==> src/rtl/pipe_rr_arbiter.sv <==
// pipe_rr_arbiter: round-robin arbiter feeding a stallable, ID-tagged register delay pipeline
module pipe_rr_arbiter #(
    parameter int WIDTH    = 8,
    parameter int FIFO_LEN = 2,
    parameter int NREQ     = 4,
    parameter int IDW      = (NREQ > 1) ? $clog2(NREQ) : 1,
    parameter int CW       = $clog2(FIFO_LEN + 1)
) (
    input  logic                  clk,
    input  logic                  rst,
    input  logic [NREQ-1:0]       req_valid,
    input  logic [NREQ*WIDTH-1:0] req_data,
    output logic [NREQ-1:0]       req_ready,
    output logic                  o_valid,
    output logic [WIDTH-1:0]      o_data,
    output logic [IDW-1:0]        o_id,
    input  logic                  o_ready,
    output logic [CW-1:0]         o_count
);
    logic [FIFO_LEN-1:0]            vld_q, vld_d;
    logic [FIFO_LEN-1:0][WIDTH-1:0] data_q, data_d;
    logic [FIFO_LEN-1:0][IDW-1:0]   id_q, id_d;
    logic [IDW-1:0]                 ptr_q, ptr_d, win, cand;
    logic [CW-1:0]                  cnt_q, cnt_d;
    logic                           any, advance, accept, pop;

    assign o_valid = vld_q[FIFO_LEN-1];
    assign o_data  = o_valid ? data_q[FIFO_LEN-1] : '0;
    assign o_id    = o_valid ? id_q[FIFO_LEN-1] : '0;
    assign o_count = cnt_q;
    assign advance = !o_valid || o_ready;
    assign accept  = any && advance;
    assign pop     = o_valid && o_ready;

    // first valid requester at or after ptr, wrapping modulo NREQ
    always_comb begin
        any  = 1'b0;
        win  = ptr_q;
        cand = ptr_q;
        for (int i = 0; i < NREQ; i++) begin
            cand = IDW'((int'(ptr_q) + i) % NREQ);
            if (!any && req_valid[cand]) begin
                any = 1'b1;
                win = cand;
            end
        end
    end

    // one-hot grant only when the pipeline can take a word
    always_comb begin
        req_ready = '0;
        if (accept && !rst) req_ready[win] = 1'b1;
    end

    // shift on advance, hold everything (bubbles included) on a stall
    always_comb begin
        vld_d  = vld_q;
        data_d = data_q;
        id_d   = id_q;
        if (advance) begin
            for (int k = FIFO_LEN - 1; k > 0; k--) begin
                vld_d[k]  = vld_q[k-1];
                data_d[k] = data_q[k-1];
                id_d[k]   = id_q[k-1];
            end
            vld_d[0]  = any;
            data_d[0] = any ? req_data[int'(win)*WIDTH +: WIDTH] : '0;
            id_d[0]   = any ? win : '0;
        end
        ptr_d = accept ? ((win == IDW'(NREQ - 1)) ? '0 : win + 1'b1) : ptr_q;
        cnt_d = cnt_q + CW'(accept) - CW'(pop);
    end

    // state registers, cleared immediately on reset
    always_ff @(posedge clk or posedge rst) begin
        if (rst) begin
            vld_q  <= '0;
            data_q <= '0;
            id_q   <= '0;
            ptr_q  <= '0;
            cnt_q  <= '0;
        end else begin
            vld_q  <= vld_d;
            data_q <= data_d;
            id_q   <= id_d;
            ptr_q  <= ptr_d;
            cnt_q  <= cnt_d;
        end
    end
endmodule
==> config.mk <==
export PLATFORM = sky130hd
export DESIGN_NAME = pipe_rr_arbiter
export DESIGN_NICKNAME = d
export VERILOG_FILES = /design/src/rtl/pipe_rr_arbiter.sv
export SDC_FILE = /design/constraint.sdc
export NUM_CORES = 1
export LEC_CHECK = 0
export CAP_MARGIN = 20
export CORE_ASPECT_RATIO = 1.25
export CORE_MARGIN = 4
export CORE_UTILIZATION = 45
export CTS_CLUSTER_SIZE = 30
export DETAILED_ROUTE_END_ITERATION = 7
export PLACE_DENSITY = 0.91
export SETUP_SLACK_MARGIN = 0.1
export SLEW_MARGIN = 0
export SYNTH_ARGS = -nofsm -noshare
export SYNTH_HDL_FRONTEND = slang
export SYNTH_SLANG_ARGS = --single-unit
==> constraint.sdc <==
create_clock -name clk -period 5 [get_ports clk]
set_input_delay 1 -clock clk [delete_from_list [all_inputs] [get_ports clk]]
set_output_delay 1 -clock clk [all_outputs]
set_load 0.02 [all_outputs]
==> results of run 1 <==
[state kept, by name, summed over array words and instances (netlist names)]
signal and count:
o_count 2, data_q 16, vld_q 2, ptr_q 2, id_q 4
[routing by layer]
metal  share of wire [%]  GRT usage [%]
met2                  52           27.9
met4                 2.1           8.62
met3                 5.3           1.42
met5                   0              0
met1                  41           19.9
[synth_stat cells]
| library cell | instances | area (um^2) |
|---|---|---|
| clkbuf_1 | 3 | 11.3 |
| inv_6 | 1 | 8.76 |
| buf_12 | 1 | 20.0 |
| nor2b_2 | 1 | 8.76 |
| nor4_1 | 1 | 6.26 |
| a21oi_1 | 1 | 5.00 |
| nor3_1 | 1 | 5.00 |
| mux2_4 | 8 | 120 |
| ha_1 | 6 | 75.1 |
| a21o_1 | 1 | 7.51 |
| o21ai_1 | 1 | 5.00 |
| a221o_1 | 8 | 80.1 |
| xnor2_1 | 2 | 17.5 |
| inv_1 | 5 | 18.8 |
| mux2_2 | 18 | 203 |
| and3_1 | 4 | 25.0 |
| dfrtp_1 | 26 | 651 |
| o21ai_0 | 2 | 10.0 |
| nor2_2 | 1 | 6.26 |
| mux2i_1 | 1 | 10.0 |
| or2_2 | 1 | 6.26 |
| nand2b_1 | 1 | 6.26 |
| a21boi_1 | 1 | 7.51 |
| nor2b_1 | 4 | 25.0 |
| nand2_1 | 4 | 15.0 |
| and3_4 | 1 | 11.3 |
| and2_1 | 19 | 119 |
| o21bai_1 | 2 | 15.0 |
| nor2_1 | 4 | 15.0 |
| a2111oi_0 | 1 | 8.76 |
[critical path: stages]
cell,delay (ns)
clkdlybuf4s50_1,0.58
nor2b_2,0.08
a2111oi_0,0.42
nand2b_1,0.24
inv_1,0.11
ha_1,0.18
and3_1,0.16
clkdlybuf4s50_1,0.53
[kinds of logic (layout without fill, tap and decap cells)]
group,Yosys count,after routing
xor gates and xnor gates,2,2
AOI/OAI and AO/OA,17,17
DFF,26,26
buffers and inverters,10,67
adders and majority gates,6,6
muxes,27,27
and+or+nand+nor,42,42
[final timing paths]
| check | startpoint | to | slack, ns | cells after the start |
|---|---|---|---|---|
| min in group asynchronous | rst | ptr_q[1] | 1.10 | 3 |
| worst min-delay path | vld_q[0] | vld_q[1] | 0.47 | 1 |
| worst max-delay path | req_valid[3] | req_ready[0] | 0.70 | 8 |
| worst min register to register | vld_q[0] | vld_q[1] | 0.47 | 1 |
| worst max register to register | vld_q[1] | o_count[1] | 2.61 | 9 |
| max in group asynchronous | rst | data_q[6] | 3.65 | 3 |
[cell type report]
class / instances / area [um^2]
inverter: 6 / 27.5
fill: 240 / 1060
sequential: 26 / 651
multi-input combinational: 94 / 813
clock buffer: 4 / 55.1
timing repair buffer: 57 / 566
tap: 37 / 46.3
[report_power, final]
group          switching (mW)  internal [mW]  leakage [nW]
registers              0.0477          0.293         0.311
logic                   0.205          0.263         0.620
clock network          0.0615         0.0703        0.0288
total                   0.315          0.626         0.960
[through the flow]
step	std cells	cell area, um^2	util, %	total power [mW]	setup slack, ns
2_1_floorplan	130	1520	-	0.646	1.86
3_3_place_gp	220	2100	65.3	0.790	0.860
3_5_place_dp	220	2100	65.3	0.815	0.679
4_1_cts	224	2160	67.0	0.948	0.675
5_1_grt	224	2160	67.0	0.998	0.551
6_report	224	2160	67.0	0.940	0.698
==> impl_metrics.yaml, run 1 <==
status:
  status: "completed"
die:
  die_h_um: 73.0
  io_pins: 56
  rows: 23
  dieArea_um2: 4380
  core_um2: 3220
  die_w_um: 60.0
  start_util_pct: 47.2
clock_tree:
  clkLatencyLatePin_ns: 0.26
  clk_path_buf_depth: 2
  path_clk_slew_ns: 0.09
  cts_buffers: 3
  cts_tree: "built"
  clock_sinks: 26
  post-cts-setup-buffers: 0
  hold_buffers: 0
  root_buffer: "clkbuf_8"
  cts_max_level: 1
  cts_resized: 0
synthesis:
  synthesis.instances: 130
  syn_area_um2: 1520
  yosys.area_share.simple_pct: 16.4
  synthMuxAreaShare_pct: 21.9
  synthAdderAreaFrac_pct: 4.93
  synthesis.nets: 175
  syn_avg_cell_area_um2: 11.7
  ys_ff_latch: 26
  yosysSeqAreaShare_pct: 42.7
  synth_top_family_by_area: "multiplexers"
  synthXorXnorAreaFrac_pct: 1.15
  yosysWarnings: 0
  synth-compound-area-share_pct: 9.12
  synth_cell_types: 30
timing:
  finalHoldViolations: 0
  finalSetupTns_ns: 0
  rsz0062_at_grt: "false"
  holdWs_ns: 0.474
  max_freq_ghz: 0.232
  slew_violations: 0
  worst_pin_slew_ns: 0.517
  setup_viol: 0
  slew_headroom_pct: 65.4
  worst_clock_skew_ns: 0.00474
  min_period_ns: 4.30
  final.period_utilization_pct: 86.0
hold_path:
  hold_class: "flip-flop to flip-flop"
global_routing:
  grt_use_total_pct: 16.3
  grt_pass1_vias: 1243
  grt_pass1_wl_um: 5460
  antenna_found_initial: 0
  grt_max_degree: 31
  overflow: 0
place:
  hpwl_um: 2690
  io_buffers: 55
  place_congestion: 0.765
final_layout:
  layout-drive-gt1-share_pct: 19.8
  layout_common_cells: "clkdlybuf4s50_1, dfrtp_1, and2_1"
  n_antenna_cell: 0
  nNetsFinal: 233
  syn2layout_area_growth_pct: 41.7
  final_common_cell: "clkdlybuf4s50_1"
worst_setup_path:
  cp-start-kind: "input port"
  crit_path_end_kind: "output pin"
  critical_path_class: "input port to output pin"
  crit_arrival_ns: 3.30
  required_ns: 4.00
  critPathMaxFanout: 6
pwr:
  p_leak_nw: 0.960
  ir_drop_mv: 0.324
  power_density_nw_per_um2: 436
route:
  firstDrtPassIters: 4
  vias: 1178
  route.detailed.drc: 0
  postRouteAntennaNets: 0
  drt-initial-drc-count: 36
  routed_wl_um: 3300
  routed_via_density: 5.26
  routedWlPerCell_um: 14.7
flow_run:
  cap_violations: 0
Note: power is estimated with default switching activity, not from simulation.
==> run 2: changes to the inputs <==
--- a/config.mk
+++ b/config.mk
@@ -11,7 +11,7 @@
 export CORE_UTILIZATION = 45
 export CTS_CLUSTER_SIZE = 30
 export DETAILED_ROUTE_END_ITERATION = 7
-export PLACE_DENSITY = 0.91
+export PLACE_DENSITY = 0.83
 export SETUP_SLACK_MARGIN = 0.1
 export SLEW_MARGIN = 0
 export SYNTH_ARGS = -nofsm -noshare
==> run 2 against run 1 <==
Compared with the run above: critical path depth unchanged; clock skew decreased by 0.0019 ns; worst setup slack improved by 0.024 ns; final cell count unchanged; sequential power about the same; critical path type unchanged; largest cell class unchanged.
==> impl_metrics.yaml, run 2 (synthesis gave the netlist of run 1 again) <==
status:
  status: "completed"
hold_path:
  hold_class: "flip-flop to flip-flop"
  whs_path_depth: 2
timing:
  final.setup.worst_slack_ns: 0.723
  finalHoldViolations: 0
  final.period_utilization_pct: 85.5
  holdWs_ns: 0.492
  rsz0062_at_grt: "false"
  slew_headroom_pct: 67.3
  finalSetupTns_ns: 0
  setup_viol: 0
  slew_violations: 0
  worst_clock_skew_ns: 0.00280
  worst_pin_slew_ns: 0.488
  min_period_ns: 4.28
  max_freq_ghz: 0.234
final_layout:
  regArea_um2: 651
  layout_common_cells: "clkdlybuf4s50_1, dfrtp_1, and2_1"
  multi_input_area_um2: 813
  n_antenna_cell: 0
  stdcell_count: 224
  largest_register_ff_count: 16
  final_area_um2: 2160
  final_common_cell: "clkdlybuf4s50_1"
  layout-drive-gt1-share_pct: 19.8
  top_register: "data_q"
  fillers: 255
  syn2layout_area_growth_pct: 41.7
  final_util_pct: 67.0
  nNetsFinal: 233
  reg_top3: "data_q: 16 flops, id_q: 4 flops"
pwr:
  fin_total_pwr_mw: 0.937
  pwr-share-comb_pct: 49.8
  ir_drop_mv: 0.261
  intPower_mw: 0.627
  p_clk_share_pct: 13.8
  p_sw_mw: 0.310
  power_density_nw_per_um2: 434
  p_seq_share_pct: 36.4
  p_leak_nw: 0.960
  netSwitchingFraction_pct: 33.1
flow_run:
  cap_violations: 0
die:
  rows: 23
  io_pins: 56
  dieArea_um2: 4380
  core_um2: 3220
  die_w_um: 60.0
  start_util_pct: 47.2
  die_h_um: 73.0
global_routing:
  grt_use_total_pct: 16.7
  grt_pass1_wl_um: 5540
  grt_max_degree: 27
  grt_pass1_vias: 1200
  overflow: 0
  antenna_found_initial: 0
place:
  io_buffers: 55
  placed_area_um2: 2100
  pre_cts_slack_ns: 0.775
  dpl.cell_count: 220
  place_congestion: 0.813
  hpwl_um: 2760
clock_tree:
  clk_path_buf_depth: 2
  cts_tree: "built"
  cts_resized: 0
  clock_sinks: 26
  hold_buffers: 0
  path_clk_slew_ns: 0.08
  clkLatencyLatePin_ns: 0.26
  root_buffer: "clkbuf_8"
  cts_buffers: 3
  post-cts-setup-buffers: 0
  cts_max_level: 1
worst_setup_path:
  critical_path_class: "input port to output pin"
  crit_arrival_ns: 3.28
  cp-start-kind: "input port"
  crit_path_end_kind: "output pin"
  critPathMaxFanout: 6
  reg2reg_depth: 9
  required_ns: 4.00
route:
  routed_wl_um: 3390
  postRouteAntennaNets: 0
  vias: 1191
  firstDrtPassIters: 4
  route.detailed.drc: 0
  routed_via_density: 5.32
  drt-initial-drc-count: 28
  routedWlPerCell_um: 15.1
[run 2: cell counts in the layout (fill, tap and decap cells not counted)]
Identical to the previous run, type by type.
[run 2: final timing paths]
kind | from | end | slack, ns
worst max-delay path | req_valid[3] | req_ready[1] | 0.72
worst min-delay path | id_q[0] | id_q[0] | 0.49
worst max register to register | vld_q[1] | o_count[1] | 2.61
worst min register to register | id_q[0] | id_q[0] | 0.49
max in group asynchronous | rst | data_q[15] | 3.55
min in group asynchronous | rst | ptr_q[0] | 1.21
[run 2: layout make-up]
class | instances | share of cell area [%]
Inverter | 6 | 1.28
Multi-Input combinational cell | 94 | 37.7
Timing Repair Buffer | 57 | 26.2
Sequential cell | 26 | 30.1
Tap cell | 37 | 2.14
Clock buffer | 4 | 2.55
[run 2: power groups by stage]
stage	clock network [mW]	registers (mW)	logic, mW
floorplan	0	0.338	0.308
global placement	0	0.338	0.455
detailed placement	0	0.345	0.470
CTS	0.134	0.341	0.474
global route	0.143	0.350	0.507
finish	0.129	0.341	0.467
[run 2: worst max-delay path, cell delays in order]
cell	delay (ns)
clkdlybuf4s50_1	0.58
nor2b_2	0.08
a2111oi_0	0.36
nand2b_1	0.25
inv_1	0.12
ha_1	0.20
and3_1	0.15
clkdlybuf4s50_1	0.54
[run 2: routing by layer]
layer	up-vias	GRT usage, %	wire (um)
li1	570	-	-
met1	569	21.2	1370
met2	45	27.6	1750
met3	7	3.54	201
met4	0	5.91	60
met5	-	0	0
